File: src/rtl/regfile_port_arbiter.sv
// Round-robin arbiter sharing the regfile write port and rs read port among N_REQ
// requesters; each transaction runs IDLE -> ISSUE -> RESP and ends with a one-cycle ack.
module regfile_port_arbiter #(
   parameter int unsigned N_REQ = 4,
   parameter int unsigned DW    = 8,
   parameter int unsigned AW    = 4,
   parameter int unsigned DEPTH = 8
) (
   input  logic                clk,
   input  logic                rst,
   input  logic [N_REQ-1:0]    req_i,
   input  logic [N_REQ-1:0]    we_i,
   input  logic [N_REQ*AW-1:0] addr_i,
   input  logic [N_REQ*DW-1:0] wdata_i,
   output logic [N_REQ-1:0]    ack_o,
   output logic [DW-1:0]       rdata_o,
   output logic                err_o,
   output logic [N_REQ-1:0]    gnt_o,
   output logic                rf_clk_en_o,
   output logic                rf_wrt_en_o,
   output logic [AW-1:0]       rf_rd_o,
   output logic [DW-1:0]       rf_dat_o,
   output logic [AW-1:0]       rf_rs_o,
   input  logic [DW-1:0]       rf_rs_dat_i
);

   localparam int unsigned PW = (N_REQ > 1) ? $clog2(N_REQ) : 1;

   typedef enum logic [1:0] {
      ST_IDLE  = 2'd0,
      ST_ISSUE = 2'd1,
      ST_RESP  = 2'd2
   } state_t;

   state_t            r_state;
   logic [PW-1:0]     r_rr_ptr;
   logic [PW-1:0]     r_win;
   logic              r_we;
   logic [AW-1:0]     r_addr;
   logic [N_REQ-1:0]  r_ack;
   logic [DW-1:0]     r_rdata;
   logic              r_err;
   logic [N_REQ-1:0]  r_gnt;
   logic              r_rf_clk_en;
   logic              r_rf_wrt_en;
   logic [AW-1:0]     r_rf_rd;
   logic [DW-1:0]     r_rf_dat;
   logic [AW-1:0]     r_rf_rs;

   logic [PW-1:0]     w_win;
   logic              w_we;
   logic [AW-1:0]     w_addr;
   logic [DW-1:0]     w_wdata;
   logic              w_new_oor;
   logic              w_cur_oor;

   // Winner: first requesting index at or above rr_ptr, wrapping around.
   always_comb begin
      logic          v_found;
      int unsigned   v_idx;
      logic [PW-1:0] v_sel;
      w_win   = r_rr_ptr;
      v_found = 1'b0;
      for (int unsigned i = 0; i < N_REQ; i++) begin
         v_idx = 32'(r_rr_ptr) + i;
         if (v_idx >= N_REQ) v_idx = v_idx - N_REQ;
         v_sel = PW'(v_idx);
         if (!v_found && req_i[v_sel]) begin
            v_found = 1'b1;
            w_win   = v_sel;
         end
      end
      w_we      = we_i[w_win];
      w_addr    = addr_i[32'(w_win)*AW +: AW];
      w_wdata   = wdata_i[32'(w_win)*DW +: DW];
      w_new_oor = (32'(w_addr) >= DEPTH);
      w_cur_oor = (32'(r_addr) >= DEPTH);
   end

   always_ff @(posedge clk or posedge rst) begin
      if (rst) begin
         r_state     <= ST_IDLE;
         r_rr_ptr    <= '0;
         r_win       <= '0;
         r_we        <= 1'b0;
         r_addr      <= '0;
         r_ack       <= '0;
         r_rdata     <= '0;
         r_err       <= 1'b0;
         r_gnt       <= '0;
         r_rf_clk_en <= 1'b0;
         r_rf_wrt_en <= 1'b0;
         r_rf_rd     <= '0;
         r_rf_dat    <= '0;
         r_rf_rs     <= '0;
      end else begin
         case (r_state)
            ST_IDLE: begin
               if (|req_i) begin
                  r_win       <= w_win;
                  r_we        <= w_we;
                  r_addr      <= w_addr;
                  r_gnt       <= N_REQ'(1) << w_win;
                  r_rf_clk_en <= 1'b1;
                  r_rf_rs     <= w_addr;
                  // Address 0 is hardwired and out-of-range addresses do not exist.
                  if (w_we && (w_addr != '0) && !w_new_oor) begin
                     r_rf_wrt_en <= 1'b1;
                     r_rf_rd     <= w_addr;
                     r_rf_dat    <= w_wdata;
                  end
                  r_state <= ST_ISSUE;
               end
            end
            ST_ISSUE: begin
               r_rf_clk_en <= 1'b0;
               r_rf_wrt_en <= 1'b0;
               r_rf_rd     <= '0;
               r_rf_dat    <= '0;
               r_rf_rs     <= '0;
               r_ack       <= N_REQ'(1) << r_win;
               r_err       <= w_cur_oor;
               // The regfile floats its read bus at address 0, so never pass it through.
               r_rdata     <= (!r_we && (r_addr != '0) && !w_cur_oor) ? rf_rs_dat_i : '0;
               r_state     <= ST_RESP;
            end
            ST_RESP: begin
               r_ack    <= '0;
               r_err    <= 1'b0;
               r_rdata  <= '0;
               r_gnt    <= '0;
               r_rr_ptr <= (r_win == PW'(N_REQ - 1)) ? '0 : r_win + PW'(1);
               r_state  <= ST_IDLE;
            end
            default: r_state <= ST_IDLE;
         endcase
      end
   end

   assign ack_o       = r_ack;
   assign rdata_o     = r_rdata;
   assign err_o       = r_err;
   assign gnt_o       = r_gnt;
   assign rf_clk_en_o = r_rf_clk_en;
   assign rf_wrt_en_o = r_rf_wrt_en;
   assign rf_rd_o     = r_rf_rd;
   assign rf_dat_o    = r_rf_dat;
   assign rf_rs_o     = r_rf_rs;

endmodule

File: config.mk
export PLATFORM = sky130hd
export DESIGN_NAME = regfile_port_arbiter
export DESIGN_NICKNAME = d
export VERILOG_FILES = /design/src/rtl/regfile_port_arbiter.sv
export SDC_FILE = /design/constraint.sdc
export NUM_CORES = 1
export LEC_CHECK = 0
export CELL_PAD_IN_SITES_DETAIL_PLACEMENT = 0
export CELL_PAD_IN_SITES_GLOBAL_PLACEMENT = 1
export CORE_MARGIN = 3
export CORE_UTILIZATION = 41
export DETAILED_ROUTE_END_ITERATION = 10
export DONT_BUFFER_PORTS = 1
export GPL_TIMING_DRIVEN = 1
export PLACE_DENSITY_LB_ADDON = 0.2
export RECOVER_POWER = 25
export SETUP_SLACK_MARGIN = 0.5
export SLEW_MARGIN = 30
export SYNTH_ARGS = -nofsm -noshare
export SYNTH_HDL_FRONTEND = slang
export SYNTH_SLANG_ARGS = --single-unit
File: constraint.sdc
create_clock -name clk -period 2.2 [get_ports clk]
set_input_delay 0.44 -clock clk [delete_from_list [all_inputs] [get_ports clk]]
set_output_delay 0.44 -clock clk [all_outputs]
set_load 0.005 [all_outputs]
After elaboration in Yosys (flattened, before gate mapping) --
Index checks and enable logic that the tools add are counted.
Operators by class: add/sub/neg operators 8, $lt $le $gt $ge 11, equal/unequal tests 5, shift-type cells 4, mux-type cells 43, reductions and logical operators 24
Operator list (count):
- $pmux 4 s2 | 4
- $pmux 8 s2 | 2
- $shiftx 32x6->8 | 1
- $mux 8 | 3
- $mux 2 | 10
- $mux 4 | 4
- $shiftx 16x5->4 | 1
- $lt 2x3->1 const B | 5
- $mux 1 | 11
- $bmux 1 s2 | 5
- $ge 3x3->1 const B | 3
- $ge 4x4->1 const B | 2
- $reduce_bool 4->1 | 2
- $shl 1x2->4 const A | 2
- $sub 2x1->2 const B | 4
- $logic_and 1x1->1 | 7
- $add 2x2->3 const B | 2
- $logic_not 1->1 | 6
- $pmux 1 s2 | 3
- $reduce_and 2->1 | 3
- $reduce_bool 2->1 | 3
- $eq 2x2->1 const B | 2
- $ne 2x2->1 const B | 2
- $pmux 2 s2 | 1
- 7 further kinds | 7
Word-level totals: register bits after elaboration 46, input port bits 66, output and inout bits 35, logic and storage cells 109

Logic depth before layout (Yosys ltp) --
Gate-level depths: netlist of the first run.
depth after elaboration 21, depth in mapped cells 9, gate-level depth less buffers 7

Least setup slack after synthesis of the first run --
OpenSTA, ideal clock, no wires.
path type input to register, start point input req_i[0], end point register r_rf_dat[0], in the netlist rf_dat_o[0], library setup time 0.122 ns, arrival 2.137 ns, setup slack -0.059 ns, cell stages on the path 8, path through nor2b_1 a2111o_1 nand2_4 mux2i_1 mux2_4 a21o_1 buf_6 a32o_1
On the way: cells in the longest elaborated chain, start to end 18, elaborated cells between the ends (all ways) 37, classes of those cells 1 x order compare; 2 x eq/ne; 2 x shift; 20 x mux; 12 x reduce/logical
RTL lines:
- start, declared | line 11 | input logic [N_REQ-1:0] req_i,
- $bmux 1 s2 | line 68 | if (!v_found && req_i[v_sel]) begin
- $mux 1 (implied by the code) | line 68
- $mux 1 | line 68
- $logic_not 1->1 | line 68
- $logic_and 1x1->1 | line 68
- $mux 1 | line 68
- $logic_not 1->1 | line 68
- $logic_and 1x1->1 | line 68
- (+2 left out)
- $logic_and 1x1->1 | line 68
- $mux 2 | line 68
- $shiftx 16x5->4 or $bmux 1 s2 (tied branches) | line 74, 73
- $ge 4x4->1 (tied with other cells) | line 76 | w_new_oor = (32'(w_addr) >= DEPTH);
- $logic_not 1->1 or $logic_and 1x1->1 (tied branches) | line 107 | if (w_we && (w_addr != '0) && !w_new_oor) begin
- $logic_and 1x1->1 | line 107
- $ne 2x2->1 (no source line)
- $reduce_and 3->1 (no source line)
- end signal, assigned | line 110 | r_rf_dat <= w_wdata;
- end, declared | line 47 | logic [DW-1:0] r_rf_dat;
Several ways; a longest one is shown, not always the timed one. The select of a mux whose other input is x is not followed. A chain may end at the register's enable or synchronous reset.

Final worst setup path of the first run --
start point register r_rr_ptr[1], end point register r_rf_dat[7], in the netlist rf_dat_o[7]
On the way: cells in the longest elaborated chain, start to end 20, elaborated cells between the ends (all ways) 50, classes of those cells 7 x add/sub; 5 x order compare; 1 x eq/ne; 2 x shift; 24 x mux; 11 x reduce/logical
RTL lines:
- start, declared | line 36 | logic [PW-1:0] r_rr_ptr;
- start signal, assigned | line 132 | r_rr_ptr <= (r_win == PW'(N_REQ - 1)) ? '0 : r_win + PW'(1);
- parallel branches: the longest is 13 deep, another holds $add 2x1->3
- $mux 2 (*) | line 68
- $shiftx 16x5->4 or $bmux 1 s2 (tied branches) | line 74, 73
- $ge 4x4->1 (tied with other cells) | line 76
- $logic_not 1->1 or $logic_and 1x1->1 (tied branches) | line 107
- $logic_and 1x1->1 | line 107
- $ne 2x2->1 (no source line)
- $reduce_and 3->1 (no source line)
Mark *: on every way between the ends. The select of a mux whose other input is x is not followed.

==> results of run 1 <==
## report_power, final
group | internal (µW) | switching, µW | total [µW]
Sequential | 1160 | 294 | 1450
Clock | 254 | 271 | 525
Combinational | 1200 | 1410 | 2610
Total | 2610 | 1980 | 4590
## metrics by stage
| step | setup slack [ns] | cell area (µm²) |
|---|---|---|
| final | 0.0511 | 3280 |
| after global placement | -0.111 | 2870 |
| after detailed placement | -0.134 | 2870 |
| after global routing | -0.0656 | 3280 |
| after floorplan | 0.0237 | 2690 |
| after CTS | 0.0388 | 3070 |
## kinds of logic after synthesis
group | Yosys count | share of synthesized area
flip-flops | 46 | 0.443
AND/OR/NAND/NOR | 119 | 0.207
buffers and inverters | 36 | 0.0549
adder cells (fa/ha/maj) | 7 | 0.0337
AO/OA/AOI/OAI | 83 | 0.224
multiplexers | 9 | 0.0376
## worst paths after layout
kind / depth (start not counted) / endpoint / startpoint
max: 8 / rf_dat_o[7]$_DFFE_PP0P_ / r_rr_ptr[1]$_DFFE_PP0P_
min: 1 / r_addr[2]$_DFFE_PP0P_ / rst
max reg2reg: 8 / rf_dat_o[7]$_DFFE_PP0P_ / r_rr_ptr[1]$_DFFE_PP0P_
min reg2reg: 2 / r_addr[1]$_DFFE_PP0P_ / r_addr[1]$_DFFE_PP0P_
max in group asynchronous: 2 / ack_o[0]$_DFFE_PP0P_ / rst
min in group clk: 2 / rdata_o[1]$_DFFE_PP0P_ / rf_rs_dat_i[1]
## worst max-delay path, stage by stage (launching register included)
cell and delay, ns:
dfrtp_2 0.48, nor3_4 0.06, a2111o_1 0.45, nand2_4 0.16, mux2i_1 0.08, mux2_4 0.32
a211oi_4 0.25, buf_6 0.15, a32o_1 0.13
## Yosys cell counts, drive strengths merged, types with 2 or more instances
library cell	number	area (µm²)
and3	9	56.3
a32o	10	100
a31o	3	26.3
a22o	2	17.5
inv	22	82.6
nor2	14	52.6
mux2	3	37.5
nand3	5	25.0
clkbuf	13	48.8
dfrtp	46	1150
a211oi	2	27.5
ha	7	87.6
nand2b	5	31.3
nor3	7	35.0
a21oi	5	25.0
a21o	2	15.0
mux2i	6	60.1
o21ai	36	180
nor2b	8	50.1
nand2	67	259
a31oi	13	81.3
a22oi	2	25.0
## cell type report
type,instances,area [µm²]
inverters,22,82.6
clock buffers,7,86.3
multi-input cells,219,1560
fillers,569,2740
repair buffers,33,300
well taps,75,93.8
flip-flops and latches,46,1150
clock inverters,1,5.00
## flip-flops by register name, indices dropped and copies added (netlist names)
name and cells:
r_win 2, ack_o 4, rf_wrt_en_o 1, gnt_o 4
rf_rd_o 4, rf_dat_o 8, r_rr_ptr 2, err_o 1
r_state 2, rdata_o 8, r_addr 4, rf_rs_o 4
rf_clk_en_o 1, r_we 1
## timing repair
action	CTS	global route
pin swaps	14	11
hold endpoints to repair	0	0
hold buffers	0	0
gates cloned	1	1
setup endpoints to repair	25	35
buffers inserted	4	5
gates resized for setup	23	35
## routing by layer
metal / share of wire / global-route usage
met1: 0.46 / 0.279
met2: 0.46 / 0.283
met3: 0.071 / 0.0442
met4: 0.011 / 0.0604
met5: 0 / 0
==> run_results.csv, run 1 <==
group,metric,value,unit
synth,synthFlopType,"dfrtp_1",
floorplanning,io_pins,101,
hold_path,hold_path_class,"in -> async",
finish,nets,400,
finish,final_cells,403,
drt,dr.pass1.iters,4,
synth,synth-seq-cells,46,
grt,grt_first_pass_wirelength,11300,µm
drt,via_per_inst,5.67,
drt,drtIter0Drc,80,
floorplanning,die_h,85.6,µm
drt,drc,0,
timing,drv_slew,0,
finish,final_common_cell,"nand2_1",
clock_tree,clk_path_buf_depth,2,
clock_tree,clk_pin_slew,0.08,ns
timing,worst_pin_slew,0.734,ns
placement,dp_hpwl,5120,µm
clock_tree,cts_buffers,5,
timing,fmax,465,MHz
synth,synthDistinctLibCells,39,
finish,utilization,0.545,
worst_setup_path,rrSetupSlack,0.05,ns
drt,drt.antenna.violating_nets,0,
drt,totalWireLength,6990,µm
worst_setup_path,crit_fanout,8,
timing,hold_viol,0,
finish,antenna_cells,0,
synth,avgSynthCellArea,8.66,µm²
worst_setup_path,end_kind,"flop",
grt,track_usage,0.192,
placement,place_inst,384,
clock_tree,clock-root-buffer,"clkbuf_8",
drt,vias,2285,
worst_setup_path,worstPathRequired,2.44,ns
synth,synth-seq-area-share,0.443,
finish,drive_gt1_frac,0.256,
power,total_power,4590,µW
timing,slew_headroom,0.511,
timing,setup-tns-final,0,ns
timing,period_minus_slack,2.15,ns
floorplanning,dieArea,7330,µm²
power,powerDensity,1400,nW/µm²
worst_setup_path,critPathLaunchType,"flop",
floorplanning,start_util,0.431,
worst_setup_path,crit_type,"reg -> reg",
floorplanning,core_region_area,6030,µm²
floorplanning,rows,28,
placement,gp_congestion,0.763,
power,vdd_drop_max,0.000775,V
finish,area_growth,26.4,%
synth,synthArstFlopShare,1.00,
power,p_leak,0.00145,µW
clock_tree,numClockSinks,46,
status,status,"complete, no violations",
clock_tree,cts_tree,"built",
synth,syn-cell-area,2600,µm²
clock_tree,clkLatencyLatePin,0.30,ns
worst_setup_path,critPathArrivalTime,2.38,ns
timing,fin_skew,0.00650,ns
timing,grt_setup_unrepaired,"true",
clock_tree,cts-htree-levels,2,
grt,grt_pass1_vias,2244,
timing,fin_crit_sh,0.977,
synth,yosysWarnings,0,
grt,grt_remaining_overflow,0,
flow_run,cap_violations,0,
grt,antenna_found_initial,0,
finish,layout_common_cells,"nand2_1, dfrtp_1, buf_4",
timing,whs,0.140,ns
synth,synth_cells,300,
floorplanning,die_w,85.6,µm
timing,setup_violations,0,
synth,synth_fp_nets,373,
drt,wire_per_inst,17.3,µm
synth,synth_edf_count,0,
grt,grt_start_max_net_pins,21,
placement,portBuffers,0,
No activity file was read; power rests on OpenSTA's default activity.
==> inputs of run 2 (changes only) <==
--- a/config.mk
+++ b/config.mk
@@ -9,6 +9,7 @@
 export CELL_PAD_IN_SITES_GLOBAL_PLACEMENT = 1
 export CORE_MARGIN = 3
 export CORE_UTILIZATION = 41
+export CTS_CLUSTER_SIZE = 12
 export DETAILED_ROUTE_END_ITERATION = 10
 export DONT_BUFFER_PORTS = 1
 export GPL_TIMING_DRIVEN = 1
==> results of run 2 <==
The final DEF is identical to that of run 1; final timing and power are the same.
==> inputs of run 3 (changes only) <==
--- a/config.mk
+++ b/config.mk
@@ -7,6 +7,7 @@
 export LEC_CHECK = 0
 export CELL_PAD_IN_SITES_DETAIL_PLACEMENT = 0
 export CELL_PAD_IN_SITES_GLOBAL_PLACEMENT = 1
+export CORE_ASPECT_RATIO = 0.8
 export CORE_MARGIN = 3
 export CORE_UTILIZATION = 41
 export CTS_CLUSTER_SIZE = 12
==> run 3 against run 2 <==
Register-to-register slack worse by 0.03 ns. Non-clock buffer count is 1 lower. Utilization is 2.3 points lower. Fmax is 1.2% lower. Hold slack better by 0.046 ns. Sequential share of layout area is 1.5 points higher. Sequential power hardly changed. Total power is 5.4% lower. Die area hardly changed. Wire length is 2.1% lower. Largest cell class unchanged.
==> run_results.csv, run 3 (synthesized netlist as in run 1, its figures left out) <==
group,metric,value,unit
status,status,"complete, no violations",
drt,drt.antenna.violating_nets,0,
clock_tree,clock-root-buffer,"clkbuf_8",
timing,worst_pin_slew,1.09,ns
finish,nets,398,
worst_setup_path,cp_slowest_cell,"a2111o_1",
clock_tree,numClockSinks,46,
worst_setup_path,cp_top_family,"compound AO/OA/AOI/OAI gates",
timing,slew_headroom,0.270,
finish,final_cells,407,
clock_tree,holdBufCountCts,0,
timing,whs,0.186,ns
timing,setup_ws,0.0247,ns
grt,grt_pass1_vias,2140,
worst_setup_path,path_cells,"a2111o_1 -> nand2_4 -> mux2i_1 -> mux2_4 -> a21o_4 -> a32o_1",
placement,portBuffers,0,
grt,grt_remaining_overflow,0,
worst_setup_path,r2r_end,"rf_dat_o[6]$_DFFE_PP0P_",
worst_setup_path,crit_fanout,12,
clock_tree,clkLatencyLatePin,0.30,ns
timing,fmax,460,MHz
floorplanning,die_w,95.0,µm
floorplanning,rows,25,
timing,drv_slew,0,
worst_setup_path,crit_type,"reg -> reg",
worst_setup_path,worstReg2RegStart,"r_rr_ptr[1]$_DFFE_PP0P_",
worst_setup_path,worstPathRequired,2.39,ns
grt,antenna_found_initial,0,
grt,grt_start_max_net_pins,26,
finish,area_growth,21.2,%
timing,fin_crit_sh,0.989,
timing,hold_viol,0,
worst_setup_path,critPathLaunchType,"flop",
worst_setup_path,crit_buf_inv,0,
drt,vias,2203,
power,p_leak,0.00142,µW
drt,via_per_inst,5.41,
worst_setup_path,end_kind,"flop",
finish,final_common_cell,"nand2_1",
floorplanning,io_pins,101,
power,vdd_drop_max,0.000656,V
power,total_power,4340,µW
timing,fin_skew,0.00859,ns
clock_tree,cts_buffers,5,
finish,antenna_cells,0,
power,powerDensity,1380,nW/µm²
worst_setup_path,critPathArrivalTime,2.36,ns
grt,track_usage,0.189,
drt,drtIter0Drc,121,
placement,dp_hpwl,5200,µm
floorplanning,start_util,0.430,
drt,totalWireLength,6840,µm
drt,drc,0,
clock_tree,cts_tree,"built",
timing,grt_setup_unrepaired,"true",
finish,drive_gt1_frac,0.224,
worst_setup_path,slowest_delay,0.51,ns
drt,wire_per_inst,16.8,µm
timing,period_minus_slack,2.18,ns
finish,utilization,0.522,
floorplanning,dieArea,7340,µm²
grt,grt_first_pass_wirelength,11000,µm
placement,gp_congestion,0.802,
clock_tree,cts-htree-levels,2,
worst_setup_path,r2r_cells,6,
clock_tree,clk_pin_slew,0.09,ns
drt,dr.pass1.iters,4,
hold_path,hold_path_class,"in -> async",
timing,setup_violations,0,
placement,place_ws,-0.156,ns
placement,place_inst,391,
floorplanning,die_h,77.2,µm
floorplanning,core_region_area,6040,µm²
flow_run,cap_violations,0,
finish,layout_common_cells,"nand2_1, dfrtp_1, buf_4",
clock_tree,clk_path_buf_depth,2,
worst_setup_path,rrSetupSlack,0.02,ns
-- run 3: cell types whose count changed in the layout (fill, tap and decap cells not counted), moves of 3 or more --
| cell | change |
|---|---|
| nor2_1 | +5 |
| a21oi_2 | +3 |
| a31oi_1 | +3 |
| a31oi_4 | -3 |
| nor2_2 | -3 |
| o21ai_2 | -3 |
-- run 3: worst max path at each step --
stage                                  startpoint                 endpoint  slack [ns]  cells after the start
final                     r_rr_ptr[1]$_DFFE_PP0P_  rf_dat_o[6]$_DFFE_PP0P_        0.02                      6
after global routing      r_rr_ptr[1]$_DFFE_PP0P_  rf_wrt_en_o$_DFFE_PP0P_       -0.07                      8
after CTS                 r_rr_ptr[1]$_DFFE_PP0P_  rf_dat_o[6]$_DFFE_PP0P_        0.07                      7
after detailed placement                 req_i[0]  rf_dat_o[6]$_DFFE_PP0P_       -0.16                      7
after global placement                   req_i[0]  rf_dat_o[7]$_DFFE_PP0P_       -0.11                      7
after floorplan                          req_i[0]  rf_dat_o[0]$_DFFE_PP0P_        0.02                      8
-- run 3: metal layers --
metal,vias up,global-route usage,part of all wire,wire length (µm)
met5,-,0,0,0
met4,0,0.0331,0.0086,59
met3,6,0.0539,0.077,525
met2,84,0.262,0.42,2890
met1,1016,0.291,0.49,3370
li1,1097,-,-,-
-- run 3: layout make-up --
cell class	instances	area, µm²
Sequential cell	46	1150
Inverter	22	82.6
Fill cell	586	2890
Tap cell	81	101
Multi-Input combinational cell	218	1460
Clock inverter	2	13.8
Timing Repair Buffer	32	264
Clock buffer	6	72.6
-- run 3: timing repair --
action / 4_1_cts / 5_1_grt
hold endpoints to repair: 0 / 0
pin swaps: 10 / 11
endpoints found under the setup margin: 30 / 33
buffers inserted: 6 / 2
resized for setup: 23 / 14
-- run 3: worst register-to-register path, cell delays in order (launching register included) --
cell and delay, ns:
dfrtp_2 0.48, a2111o_1 0.51, nand2_4 0.15, mux2i_1 0.09
mux2_4 0.31, a21o_4 0.26, a32o_1 0.26
-- run 3: where the power goes --
group	switching [µW]	total (µW)	internal, µW
clock	289	514	225
sequential	277	1430	1160
combinational	1310	2400	1080
total	1880	4340	2460
-- run 3: stage by stage --
step                cell area (µm²)  setup TNS, ns
floorplan                      2690              0
global placement               2900          -1.14
detailed placement             2900          -1.60
CTS                            3100              0
global route                   3150         -0.487
finish                         3150              0
